--- src/rtl/mem_pkg.sv ---
// Shared types for the memory arbiter: access size (matches inst[13:12]) and arbiter states.
package mem_pkg;
   typedef enum logic [1:0] {BYTE = 2'd0, HALF = 2'd1, WORD = 2'd2} mem_size_e;
   typedef enum logic [1:0] {IDLE, IBUS, DBUS, RESP} arb_state_e;
endpackage

--- src/rtl/dmem_align.sv ---
// Data-port lane logic: byte enables, store lane replication, misalignment detect,
// and load byte/half extraction with sign or zero extension.
module dmem_align
   import mem_pkg::*;
(
   input  logic        [1:0]  addr_lo,
   input  logic        [1:0]  size,
   input  logic        [31:0] wdata,
   output logic        [3:0]  be,
   output logic        [31:0] lane_wdata,
   output logic               misaligned,
   input  logic        [1:0]  ld_addr_lo,
   input  logic        [1:0]  ld_size,
   input  logic               ld_unsigned,
   input  logic        [31:0] rdata,
   output logic        [31:0] ld_data
);

   logic signed [7:0]  ld_byte;
   logic signed [15:0] ld_half;

   // Size code 3 falls into the default arm and behaves as a word access.
   always_comb begin
      be         = 4'hF;
      lane_wdata = wdata;
      misaligned = 1'b0;
      case (mem_size_e'(size))
         BYTE: begin
            be         = 4'b0001 << addr_lo;
            lane_wdata = {4{wdata[7:0]}};
         end
         HALF: begin
            be         = 4'b0011 << {addr_lo[1], 1'b0};
            lane_wdata = {2{wdata[15:0]}};
            misaligned = addr_lo[0];
         end
         default: misaligned = |addr_lo;
      endcase
   end

   always_comb begin
      ld_byte = 8'(rdata >> {ld_addr_lo, 3'b000});
      ld_half = 16'(rdata >> {ld_addr_lo[1], 4'b0000});
      ld_data = rdata;
      case (mem_size_e'(ld_size))
         BYTE: begin
            if (ld_unsigned) ld_data = {24'd0, ld_byte};
            else             ld_data = 32'(ld_byte);
         end
         HALF: begin
            if (ld_unsigned) ld_data = {16'd0, ld_half};
            else             ld_data = 32'(ld_half);
         end
         default: ld_data = rdata;
      endcase
   end

endmodule

--- src/rtl/mem_arbiter.sv ---
// Arbitrates instruction-fetch and data ports onto one req/ack memory bus with a
// per-transaction timeout; data requests take priority over fetches.
module mem_arbiter
   import mem_pkg::*;
#(
   parameter int TIMEOUT_CYCLES = 255,
   parameter int ADDR_W         = 32
) (
   input  logic              clk,
   input  logic              rst_n,
   input  logic              imem_read,
   input  logic [ADDR_W-1:0] imem_addr,
   output logic [31:0]       imem_rdata,
   input  logic              dmem_read,
   input  logic              dmem_write,
   input  logic [ADDR_W-1:0] dmem_addr,
   input  logic [1:0]        dmem_size,
   input  logic              dmem_unsigned,
   input  logic [31:0]       dmem_wdata,
   output logic [31:0]       dmem_rdata,
   output logic              cpu_stall,
   output logic              bus_error,
   output logic              bus_req,
   output logic              bus_we,
   output logic [ADDR_W-1:0] bus_addr,
   output logic [3:0]        bus_be,
   output logic [31:0]       bus_wdata,
   input  logic [31:0]       bus_rdata,
   input  logic              bus_ack
);

   localparam int               CNT_W   = $clog2(TIMEOUT_CYCLES + 1);
   localparam logic [CNT_W-1:0] TO_LAST = CNT_W'(TIMEOUT_CYCLES - 1);
   localparam logic [CNT_W-1:0] CNT_MAX = '1;
   localparam logic [ADDR_W-1:0] WORD_MASK = ~ADDR_W'(3);

   arb_state_e        state;
   logic [CNT_W-1:0]  cnt;
   logic [1:0]        lat_addr_lo;
   logic [1:0]        lat_size;
   logic              lat_unsigned;
   logic [3:0]        d_be;
   logic [31:0]       d_wdata;
   logic              d_misaligned;
   logic [31:0]       ld_data;
   logic              d_req;

   assign d_req = dmem_read | dmem_write;

   dmem_align u_align (
      .addr_lo     (dmem_addr[1:0]),
      .size        (dmem_size),
      .wdata       (dmem_wdata),
      .be          (d_be),
      .lane_wdata  (d_wdata),
      .misaligned  (d_misaligned),
      .ld_addr_lo  (lat_addr_lo),
      .ld_size     (lat_size),
      .ld_unsigned (lat_unsigned),
      .rdata       (bus_rdata),
      .ld_data     (ld_data)
   );

   // Gated by rst_n so the stall drops the instant reset is asserted.
   assign cpu_stall = rst_n & (((state == IDLE) & (d_req | imem_read)) |
                               (state == IBUS) | (state == DBUS));

   always_ff @(posedge clk or negedge rst_n) begin
      if (!rst_n) begin
         state        <= IDLE;
         cnt          <= '0;
         bus_req      <= 1'b0;
         bus_we       <= 1'b0;
         bus_addr     <= '0;
         bus_be       <= '0;
         bus_wdata    <= '0;
         imem_rdata   <= '0;
         dmem_rdata   <= '0;
         bus_error    <= 1'b0;
         lat_addr_lo  <= '0;
         lat_size     <= '0;
         lat_unsigned <= 1'b0;
      end else begin
         bus_error <= 1'b0;
         case (state)
            IDLE: begin
               if (d_req) begin
                  lat_addr_lo  <= dmem_addr[1:0];
                  lat_size     <= dmem_size;
                  lat_unsigned <= dmem_unsigned;
                  if (d_misaligned) begin
                     state <= RESP;
                  end else begin
                     state     <= DBUS;
                     bus_req   <= 1'b1;
                     bus_we    <= dmem_write;
                     bus_addr  <= dmem_addr & WORD_MASK;
                     bus_be    <= d_be;
                     bus_wdata <= d_wdata;
                     cnt       <= '0;
                  end
               end else if (imem_read) begin
                  state     <= IBUS;
                  bus_req   <= 1'b1;
                  bus_we    <= 1'b0;
                  bus_addr  <= imem_addr & WORD_MASK;
                  bus_be    <= 4'hF;
                  bus_wdata <= '0;
                  cnt       <= '0;
               end
            end
            IBUS, DBUS: begin
               // An ack arriving in the final wait cycle still completes cleanly.
               if (bus_ack) begin
                  if (state == IBUS)  imem_rdata <= bus_rdata;
                  else if (!bus_we)   dmem_rdata <= ld_data;
                  bus_req <= 1'b0;
                  state   <= RESP;
               end else if (cnt == TO_LAST) begin
                  if (state == IBUS)  imem_rdata <= '0;
                  else if (!bus_we)   dmem_rdata <= '0;
                  bus_error <= 1'b1;
                  bus_req   <= 1'b0;
                  state     <= RESP;
               end else if (cnt != CNT_MAX) begin
                  cnt <= cnt + CNT_W'(1);
               end
            end
            RESP:    state <= IDLE;
            default: state <= IDLE;
         endcase
      end
   end

endmodule

--- config.mk ---
export PLATFORM = sky130hd
export DESIGN_NAME = mem_arbiter
export DESIGN_NICKNAME = d
export VERILOG_FILES = /design/src/rtl/mem_pkg.sv /design/src/rtl/dmem_align.sv /design/src/rtl/mem_arbiter.sv
export SDC_FILE = /design/constraint.sdc
export NUM_CORES = 1
export LEC_CHECK = 0
export CORE_MARGIN = 2
export CORE_UTILIZATION = 48
export DETAILED_ROUTE_END_ITERATION = 6
export PLACE_DENSITY_LB_ADDON = 0.25
export RECOVER_POWER = 25
export SLEW_MARGIN = 20
export SYNTH_ARGS = -nofsm -noshare
export SYNTH_HDL_FRONTEND = slang
export SYNTH_SLANG_ARGS = --single-unit
--- constraint.sdc ---
create_clock -name clk -period 4.3 [get_ports clk]
set_input_delay 0.43 -clock clk [delete_from_list [all_inputs] [get_ports clk]]
set_output_delay 0.43 -clock clk [all_outputs]
set_load 0.01 [all_outputs]
==> results.toml, run 1 <==
[synth]
ys_ff_latch = 148
synth_most_common_cell = "dfrtp_1"
syn_area_per_cell_um2 = 11.2
ys_top_cells_by_area = "dfrtp_1 (53%), mux2i_1 (8.9%), a22o_1 (5.5%)"
yosys.area_share.xor_xnor_pct = 0
synth_area_leader_cell = "dfrtp_1"
synthMuxAreaShare_pct = 12.1
netlist_instances = 626
yosysSeqAreaShare_pct = 52.8
yosys.area_share.simple_pct = 9.30
async_flop_share_pct = 100
synth_compound_area_share_pct = 20.5
synth_area_mm2 = 0.00701
synth_commonest_cells = "dfrtp_1 (148), nand2_1 (65), mux2i_1 (62)"
synth_edf_count = 0
synth_cell_type_count = 52
ys.flop_type = "dfrtp_1"
synth_top_cell_area_share_pct = 52.8
synth_top_family_by_area = "compound AO/OA/AOI/OAI gates"
yosysWarnings = 0
synthAdderAreaFrac_pct = 1.07

[clock_tree]
cts-resized-gates = 0
clock_latency_ns = 0.42
cts_hold_buf = 0
post-cts-setup-buffer-count = 0
numCtsBuffers = 17
clk_pin_slew_ns = 0.06
cts_tree = "built"
cts_root_buffer = "clkbuf_16"
clock_sinks = 148
cts_max_level = 4
cts_buffer_depth = 2

[detailed_routing]
vias_per_cell = 5.76
first_pass_iters = 5
drtIter0Drc = 566
ant_nets = 0
wl_mm = 21.1
wl_per_cell_um = 19.8
drc = 0
vias = 6130

[sta]
fmax_mhz = 342
hold_viol = 0
finClkSkew_ns = 0.00837
finalSetupViolations = 0
slew_viol_final = 80
finalSetupTns_ns = 0
slew_headroom_pct = -28.2
rsz0062_at_grt = "false"
post-route-period-util_pct = 68.1
hold_slack_ns = 0.0150
tightest_slew_ns = 1.92
fin_crit_ns = 2.93

[cells_and_area]
syn_to_final_growth_pct = 47.2
drive_above_1_share_pct = 7.05
diodes = 0
finalNetCount = 1011
fillCellCount = 1026
design_area_mm2 = 0.0103

[power]
p_leak_nw = 4.45
seq_power_share_pct = 34.1
power_frac_comb_pct = 45.4
clkPwrFrac_pct = 20.4
switching_share_pct = 35.1
p_per_area_mw_per_mm2 = 700
p_int_mw = 4.69
power_mw = 7.22
ir_worst_vdd_v = 0.000380
p_switching_mw = 2.54

[floorplanning]
start_util_pct = 48.6
fp-row-count = 44
die_h_um = 125
ios = 273
core-area_mm2 = 0.0144
dieArea_mm2 = 0.0156
die_x_um = 125

[grt]
grt_pass1_vias = 6037
grt_overflow = 0
grt_max_degree = 116
antenna_found_initial = 0
grt_use_total_pct = 27.1
grt_pass1_wl_mm = 33.3

[worst_setup_path]
cp_data_required_time_ns = 4.60
slowest_delay_ns = 0.66
crit_fanout = 32
setup.worst_path.end_class = "flop"
path_cells = "inv_1 > ha_1 > and2_1 > a41o_1 > nand2_1 > a221o_1"
slowest_stage = "nand2_1"
cp-start-kind = "flop"
path_class = "flop to flop"
cp.arrival_ns = 3.22

[flow_run]
cap_violations = 1

[place]
post_dp_cell_area_mm2 = 0.00974
globalplace.congestion = 0.854
hpwl_mm = 15.1
numPortBuffers = 268

[status]
status = "complete, but fails checks"
violations = "capacitance limit, slew limit"

[hold_path]
hold_class = "input pin to async pin"
stage by stage:
stage | utilization, % | setup WS, ns | instances
3_3_place_gp | 67.5 | 1.49 | 1033
4_1_cts | 71.5 | 1.43 | 1064
6_report | 71.5 | 1.37 | 1064
5_1_grt | 71.5 | 1.21 | 1064
2_1_floorplan | - | 2.39 | 627
3_5_place_dp | 67.5 | 1.37 | 1033
power groups by stage:
stage | clock [mW] | combinational (mW) | sequential [mW]
3_5_place_dp | 0 | 3.27 | 2.47
4_1_cts | 1.50 | 3.30 | 2.46
2_1_floorplan | 0 | 1.40 | 2.63
5_1_grt | 1.55 | 3.53 | 2.54
6_report | 1.48 | 3.28 | 2.47
3_3_place_gp | 0 | 3.18 | 2.43
worst max-delay path, delay by kind of cell (launching register included):
kind / cells / cell delay (ns)
and+or+nand+nor: 2 / 0.93
AOI/OAI and AO/OA: 2 / 0.79
adders and majority gates: 1 / 0.61
DFF: 1 / 0.37
buffers and inverters: 1 / 0.09
worst paths after layout:
check                              start        endpoint  slack (ns)  depth (start not counted)
max                             state[0]  dmem_rdata[23]        1.37                          6
min                                rst_n  dmem_rdata[21]        0.01                          1
max reg2reg                     state[0]  dmem_rdata[23]        1.37                          6
min reg2reg                bus_wdata[10]   bus_wdata[10]        0.48                          2
max in group asynchronous          rst_n    bus_wdata[4]        1.96                          2
min in group clk           bus_wdata[10]   bus_wdata[10]        0.48                          2
cell type report:
class	count	area [um2]	area share, %
clock inverter	12	129	1.25
sequential	148	3700	35.9
timing repair buffer	274	2740	26.5
clock buffer	19	453	4.39
multi-input combinational	419	3040	29.4
tap	184	230	2.23
inverter	8	30.0	0.291
flip-flops by register name, indices dropped and copies added (netlist names):
name          cells
bus_addr         30
bus_be            4
bus_error         1
bus_req           1
bus_wdata        32
bus_we            1
cnt               8
dmem_rdata       32
imem_rdata       32
lat_addr_lo       2
lat_size          2
lat_unsigned      1
state             2
logic make-up (layout without fill, tap and decap cells):
logic type / after synthesis / in the layout
AO/OA/AOI/OAI: 193 / 193
adder cells (fa/ha/maj): 6 / 6
buffers and inverters: 60 / 313
flip-flops: 148 / 148
multiplexers: 80 / 80
other: 1 / 2
AND/OR/NAND/NOR: 138 / 138
layout by cell type, fill, tap and decap left out, types with 12 or more instances in the layout:
cell | Yosys | final
dfrtp_1 | 148 | 148
o2bb2ai_1 | 12 | 12
nand2_1 | 65 | 64
nor2_1 | 24 | 24
o31ai_1 | 28 | 28
clkdlybuf4s50_1 | 0 | 267
mux2_2 | 14 | 14
a21oi_1 | 14 | 14
clkbuf_16 | 0 | 17
a22o_1 | 44 | 44
a221o_1 | 16 | 16
mux2i_1 | 62 | 62
o21ai_0 | 28 | 28
o21ai_1 | 25 | 25
layer usage:
metal  track usage [%]  vias to the layer above  part of all wire, %
met3              8.20                       39                  8.2
met2              44.4                      305                   49
met5                 0                        -                    0
met1              34.1                     2983                   41
li1                  -                     2803                    -
met4              9.74                        0                  2.5
Power figures use the tool's default switching activity.
==> run 2: changes to the inputs <==
Settings changed: CORE_UTILIZATION 48 to 44.
Clock period 4.3 ns to 3 ns, I/O delays scaled along.
==> run 2 against run 1 <==
Compared with the run above: the flow still finishes with violations (capacitance limit, slew limit); critical path type unchanged; critical endpoint is now dmem_rdata[31]; flip-flop and latch count is the same; clock power increased by 51%; final cell count is 4.2% higher; combinational power rose by 47%; largest power group unchanged; highest routed layer unchanged; non-clock buffer count increased by 12; fmax up 20%.
==> results.toml, run 2 (same netlist as run 1, synthesis figures left out) <==
[place]
globalplace.congestion = 0.877
hpwl_mm = 15.4
numPortBuffers = 268
post_dp_cell_area_mm2 = 0.00994

[sta]
post-route-period-util_pct = 81.7
finalSetupViolations = 0
hold_viol = 0
hold_slack_ns = 0.476
slew_headroom_pct = -35.0
fin_crit_ns = 2.45
finClkSkew_ns = 0.00923
slew_viol_final = 149
tightest_slew_ns = 2.02
fmax_mhz = 408
finalSetupTns_ns = 0
rsz0062_at_grt = "false"

[clock_tree]
post-cts-setup-buffer-count = 0
numCtsBuffers = 17
clock_sinks = 148
cts-resized-gates = 0
cts_root_buffer = "clkbuf_16"
cts_max_level = 4
cts_hold_buf = 0
cts_buffer_depth = 2
cts_tree = "built"
clk_pin_slew_ns = 0.07
clock_latency_ns = 0.42

[cells_and_area]
design_area_mm2 = 0.0105
fillCellCount = 1199
largest_registers = "bus_wdata: 32 flops, dmem_rdata: 32 flops, imem_rdata: 32 flops"
drive_above_1_share_pct = 8.06
final_cell_mix = "clkdlybuf4s50_1 (267), dfrtp_1 (148), nand2_1 (65)"
final_common_cell = "clkdlybuf4s50_1"
final_util_pct = 67.1
syn_to_final_growth_pct = 50.5
diodes = 0
finalNetCount = 1023

[worst_setup_path]
cp.arrival_ns = 2.80
cp-start-kind = "flop"
crit_fanout = 19
crit_buf_inv = 1
path_cells = "inv_1 > ha_1 > nand2_1 > nor3_2 > and3_1 > a221o_1"
slowest_stage = "ha_1"
cp_data_required_time_ns = 3.35
setup.worst_path.end_class = "flop"
path_class = "flop to flop"
cp_top_family = "simple AND/OR/NAND/NOR gates"
slowest_delay_ns = 0.62

[detailed_routing]
routed.top_layer = "met4"
drtIter0Drc = 311
drc = 0
wl_met1_mm = 8.36
wl_per_cell_um = 19.5
vias = 6154
first_pass_iters = 4
wl_mm = 21.7
dr_wl_met2_mm = 10.8
wl_met3_mm = 1.93
ant_nets = 0
vias_per_cell = 5.55

[power]
seq_power_share_pct = 33.3
p_per_area_mw_per_mm2 = 1000
power_frac_comb_pct = 45.6
ir_worst_vdd_v = 0.000517
p_leak_nw = 4.55
p_switching_mw = 3.66
p_int_mw = 6.91
switching_share_pct = 34.6
clkPwrFrac_pct = 21.2

[floorplanning]
core-area_mm2 = 0.0157
die_h_um = 130
start_util_pct = 44.6
die_x_um = 130
fp-row-count = 46
dieArea_mm2 = 0.0170
ios = 273

[status]
violations = "capacitance limit, slew limit"
status = "complete, but fails checks"

[grt]
grt_overflow = 0
grt_max_degree = 149
grt_use_total_pct = 26.1
antenna_found_initial = 0
grt_pass1_wl_mm = 34.0
grt_pass1_vias = 6317

[hold_path]
hold_class = "flop to flop"

[flow_run]
cap_violations = 1
## run 2: cell count changes in the layout (fill, tap and decap cells not counted), sizes merged
cell | previous run | this run
buf | 6 | 17
bufinv | 2 | 3
clkbuf | 20 | 21
clkinv | 4 | 5
clkinvlp | 3 | 2
## run 2: worst min-delay path: cells and delay by family, from the launching register on
| kind | cells | cell delay [ns] |
|---|---|---|
| AND/OR/NAND/NOR | 1 | 0.05 |
| flip-flops | 1 | 0.34 |
| AO/OA/AOI/OAI | 1 | 0.05 |
## run 2: final timing paths
kind / end / slack, ns / depth (start not counted) / start
worst max-delay path: dmem_rdata[31] / 0.55 / 6 / state[0]
worst min-delay path: bus_wdata[14] / 0.48 / 2 / bus_wdata[14]
worst max register to register: dmem_rdata[31] / 0.55 / 6 / state[0]
worst min register to register: bus_wdata[14] / 0.48 / 2 / bus_wdata[14]
max in group asynchronous: lat_addr_lo[0] / 1.09 / 2 / rst_n
min in group asynchronous: imem_rdata[5] / 0.62 / 2 / rst_n
## run 2: final cells by class
type | instances | area [um2] | area share, %
clock buffer | 19 | 453 | 4.29
clock inverter | 13 | 174 | 1.65
inverter | 8 | 30.0 | 0.285
multi-input combinational | 419 | 3030 | 28.7
sequential | 148 | 3700 | 35.1
tap | 216 | 270 | 2.56
timing repair buffer | 286 | 2890 | 27.4
## run 2: through the flow
stage	std cells	setup slack (ns)	power [mW]
after floorplan	627	1.09	5.77
after global placement	1077	0.514	8.14
after detailed placement	1077	0.437	8.34
after CTS	1109	0.540	10.6
after global routing	1109	0.392	11.2
final	1109	0.550	10.6
## run 2: routing by layer
metal | up-vias | track usage (%)
met3 | 40 | 8.28
met1 | 2996 | 31.3
met2 | 296 | 43.9
met4 | 0 | 10.4
met5 | - | 0
li1 | 2822 | -
## run 2: power groups by stage
stage / logic [mW] / clock network, mW / registers, mW
global placement: 4.68 / 0 / 3.47
detailed placement: 4.82 / 0 / 3.52
global route: 5.22 / 2.35 / 3.62
CTS: 4.86 / 2.26 / 3.51
floorplan: 2.01 / 0 / 3.76
finish: 4.82 / 2.24 / 3.51
==> run 3: changes to the inputs <==
Clock period 3 ns to 2.4 ns, I/O delays scaled along.
==> run 3 against run 2 <==
Compared with the run above: the run still ends with capacitance limit, slew limit left; largest cell class unchanged; via count down 0.60%; register-to-register slack worse by 0.28 ns; clock-buffer cell count down 1.
==> results.toml, run 3 (same netlist as run 1, synthesis figures left out) <==
[status]
status = "complete, but fails checks"
violations = "capacitance limit, slew limit"

[grt]
use_met3_pct = 9.06
grt_pass1_vias = 6147
antenna_found_initial = 1
met1_usage_pct = 30.0
grt_max_degree = 149
grt_use_total_pct = 25.0
grt_pass1_wl_mm = 32.6
grt_overflow = 0
grt_use_met2_pct = 41.5
top_usage_layer = "met2"

[flow_run]
cap_violations = 1

[detailed_routing]
wl_per_cell_um = 19.0
drc = 0
first_pass_iters = 5
wl_mm = 21.2
ant_nets = 0
vias_per_cell = 5.50
vias = 6117
drtIter0Drc = 426

[worst_setup_path]
path_class = "flop to output pin"
slowest_stage = "clkdlybuf4s50_1"
reg2reg_slack_ns = 0.27
crit_fanout = 6
cp-start-kind = "flop"
path_cells = "inv_1 > ha_1 > a211oi_1 > nor2b_1 > clkdlybuf4s50_1"
setup.worst_path.end_class = "output pin"
cp_data_required_time_ns = 2.16
cp.arrival_ns = 2.10
slowest_delay_ns = 0.54

[cells_and_area]
finalNetCount = 1026
largest_registers = "bus_wdata: 32 flops, dmem_rdata: 32 flops, imem_rdata: 32 flops"
drive_above_1_share_pct = 8.48
final_cell_mix = "clkdlybuf4s50_1 (267), dfrtp_1 (148), nand2_1 (65)"
final_common_cell = "clkdlybuf4s50_1"
syn_to_final_growth_pct = 49.7

[sta]
fin_crit_ns = 2.34
finalSetupViolations = 0
fmax_mhz = 428
finClkSkew_ns = 0.00998
rsz0062_at_grt = "false"
hold_viol = 0
slew_viol_final = 149
hold_slack_ns = 0.443
slew_headroom_pct = -34.0
finalSetupTns_ns = 0
post-route-period-util_pct = 97.4
tightest_slew_ns = 2.01

[floorplanning]
die_x_um = 130
fp-row-count = 46
start_util_pct = 44.6
die_h_um = 130
core-area_mm2 = 0.0157
dieArea_mm2 = 0.0170
ios = 273

[place]
hpwl_mm = 15.3
numPortBuffers = 268
globalplace.congestion = 0.822

[clock_tree]
post-cts-setup-buffer-count = 0
clk_pin_slew_ns = 0.06
cts-resized-gates = 0
clock_latency_ns = 0.42
numCtsBuffers = 17
cts_root_buffer = "clkbuf_16"
cts_tree = "built"
cts_max_level = 4
cts_buffer_depth = 2
clock_sinks = 148
cts_hold_buf = 0

[power]
power_frac_comb_pct = 46.8
ir_worst_vdd_v = 0.000687
p_per_area_mw_per_mm2 = 1230
clkPwrFrac_pct = 19.5
p_switching_mw = 4.59
p_int_mw = 8.33
seq_power_share_pct = 33.7
p_leak_nw = 4.52
switching_share_pct = 35.5

[hold_path]
hold_class = "input pin to flop"
run 3: worst paths after layout:
check,startpoint,endpoint,cells past startpoint
setup / recovery,state[0],cpu_stall,5
hold / removal,dmem_unsigned,lat_unsigned,2
setup reg to reg,state[0],cnt[1],6
hold reg to reg,bus_wdata[14],bus_wdata[14],2
max in group asynchronous,rst_n,bus_we,2
min in group asynchronous,rst_n,imem_rdata[0],2
run 3: cell type report:
type                            instances  area, um2
Fill cell                            1185       5220
Sequential cell                       148       3700
Multi-Input combinational cell        419       3030
Timing Repair Buffer                  289       2900
Clock buffer                           18        439
Tap cell                              216        270
Clock inverter                         14        118
Inverter                                8       30.0
Antenna cell                            1       2.50
run 3: stage by stage:
stage          power [mW]  utilization [%]  setup slack (ns)  area, um2  cells
2_1_floorplan        7.21                -             0.487       7010    627
3_3_place_gp         10.2             63.3             0.221       9950   1080
3_5_place_dp         10.4             63.3             0.146       9950   1080
4_1_cts              13.0             66.9            0.0481      10500   1112
5_1_grt              13.7             66.8           0.00597      10500   1113
6_report             12.9             66.8            0.0628      10500   1113
run 3: power by group through the flow:
stage / combinational [mW] / clock, mW / sequential, mW
CTS: 6.09 / 2.57 / 4.36
floorplan: 2.51 / 0 / 4.71
finish: 6.04 / 2.52 / 4.36
global placement: 5.90 / 0 / 4.31
global route: 6.53 / 2.68 / 4.50
detailed placement: 6.05 / 0 / 4.37
run 3: routing by layer:
layer	share of wire, %	vias up
met2	49	284
met1	39	2961
met5	0	-
li1	-	2836
met4	2.6	0
met3	9.9	36
run 3: critical path, delay by kind of cell, from the launching register on:
family | cells | cell delay [ns]
compound gates | 1 | 0.13
simple gates | 1 | 0.13
fa+ha+maj | 1 | 0.35
flops | 1 | 0.40
buf+inv | 2 | 0.66
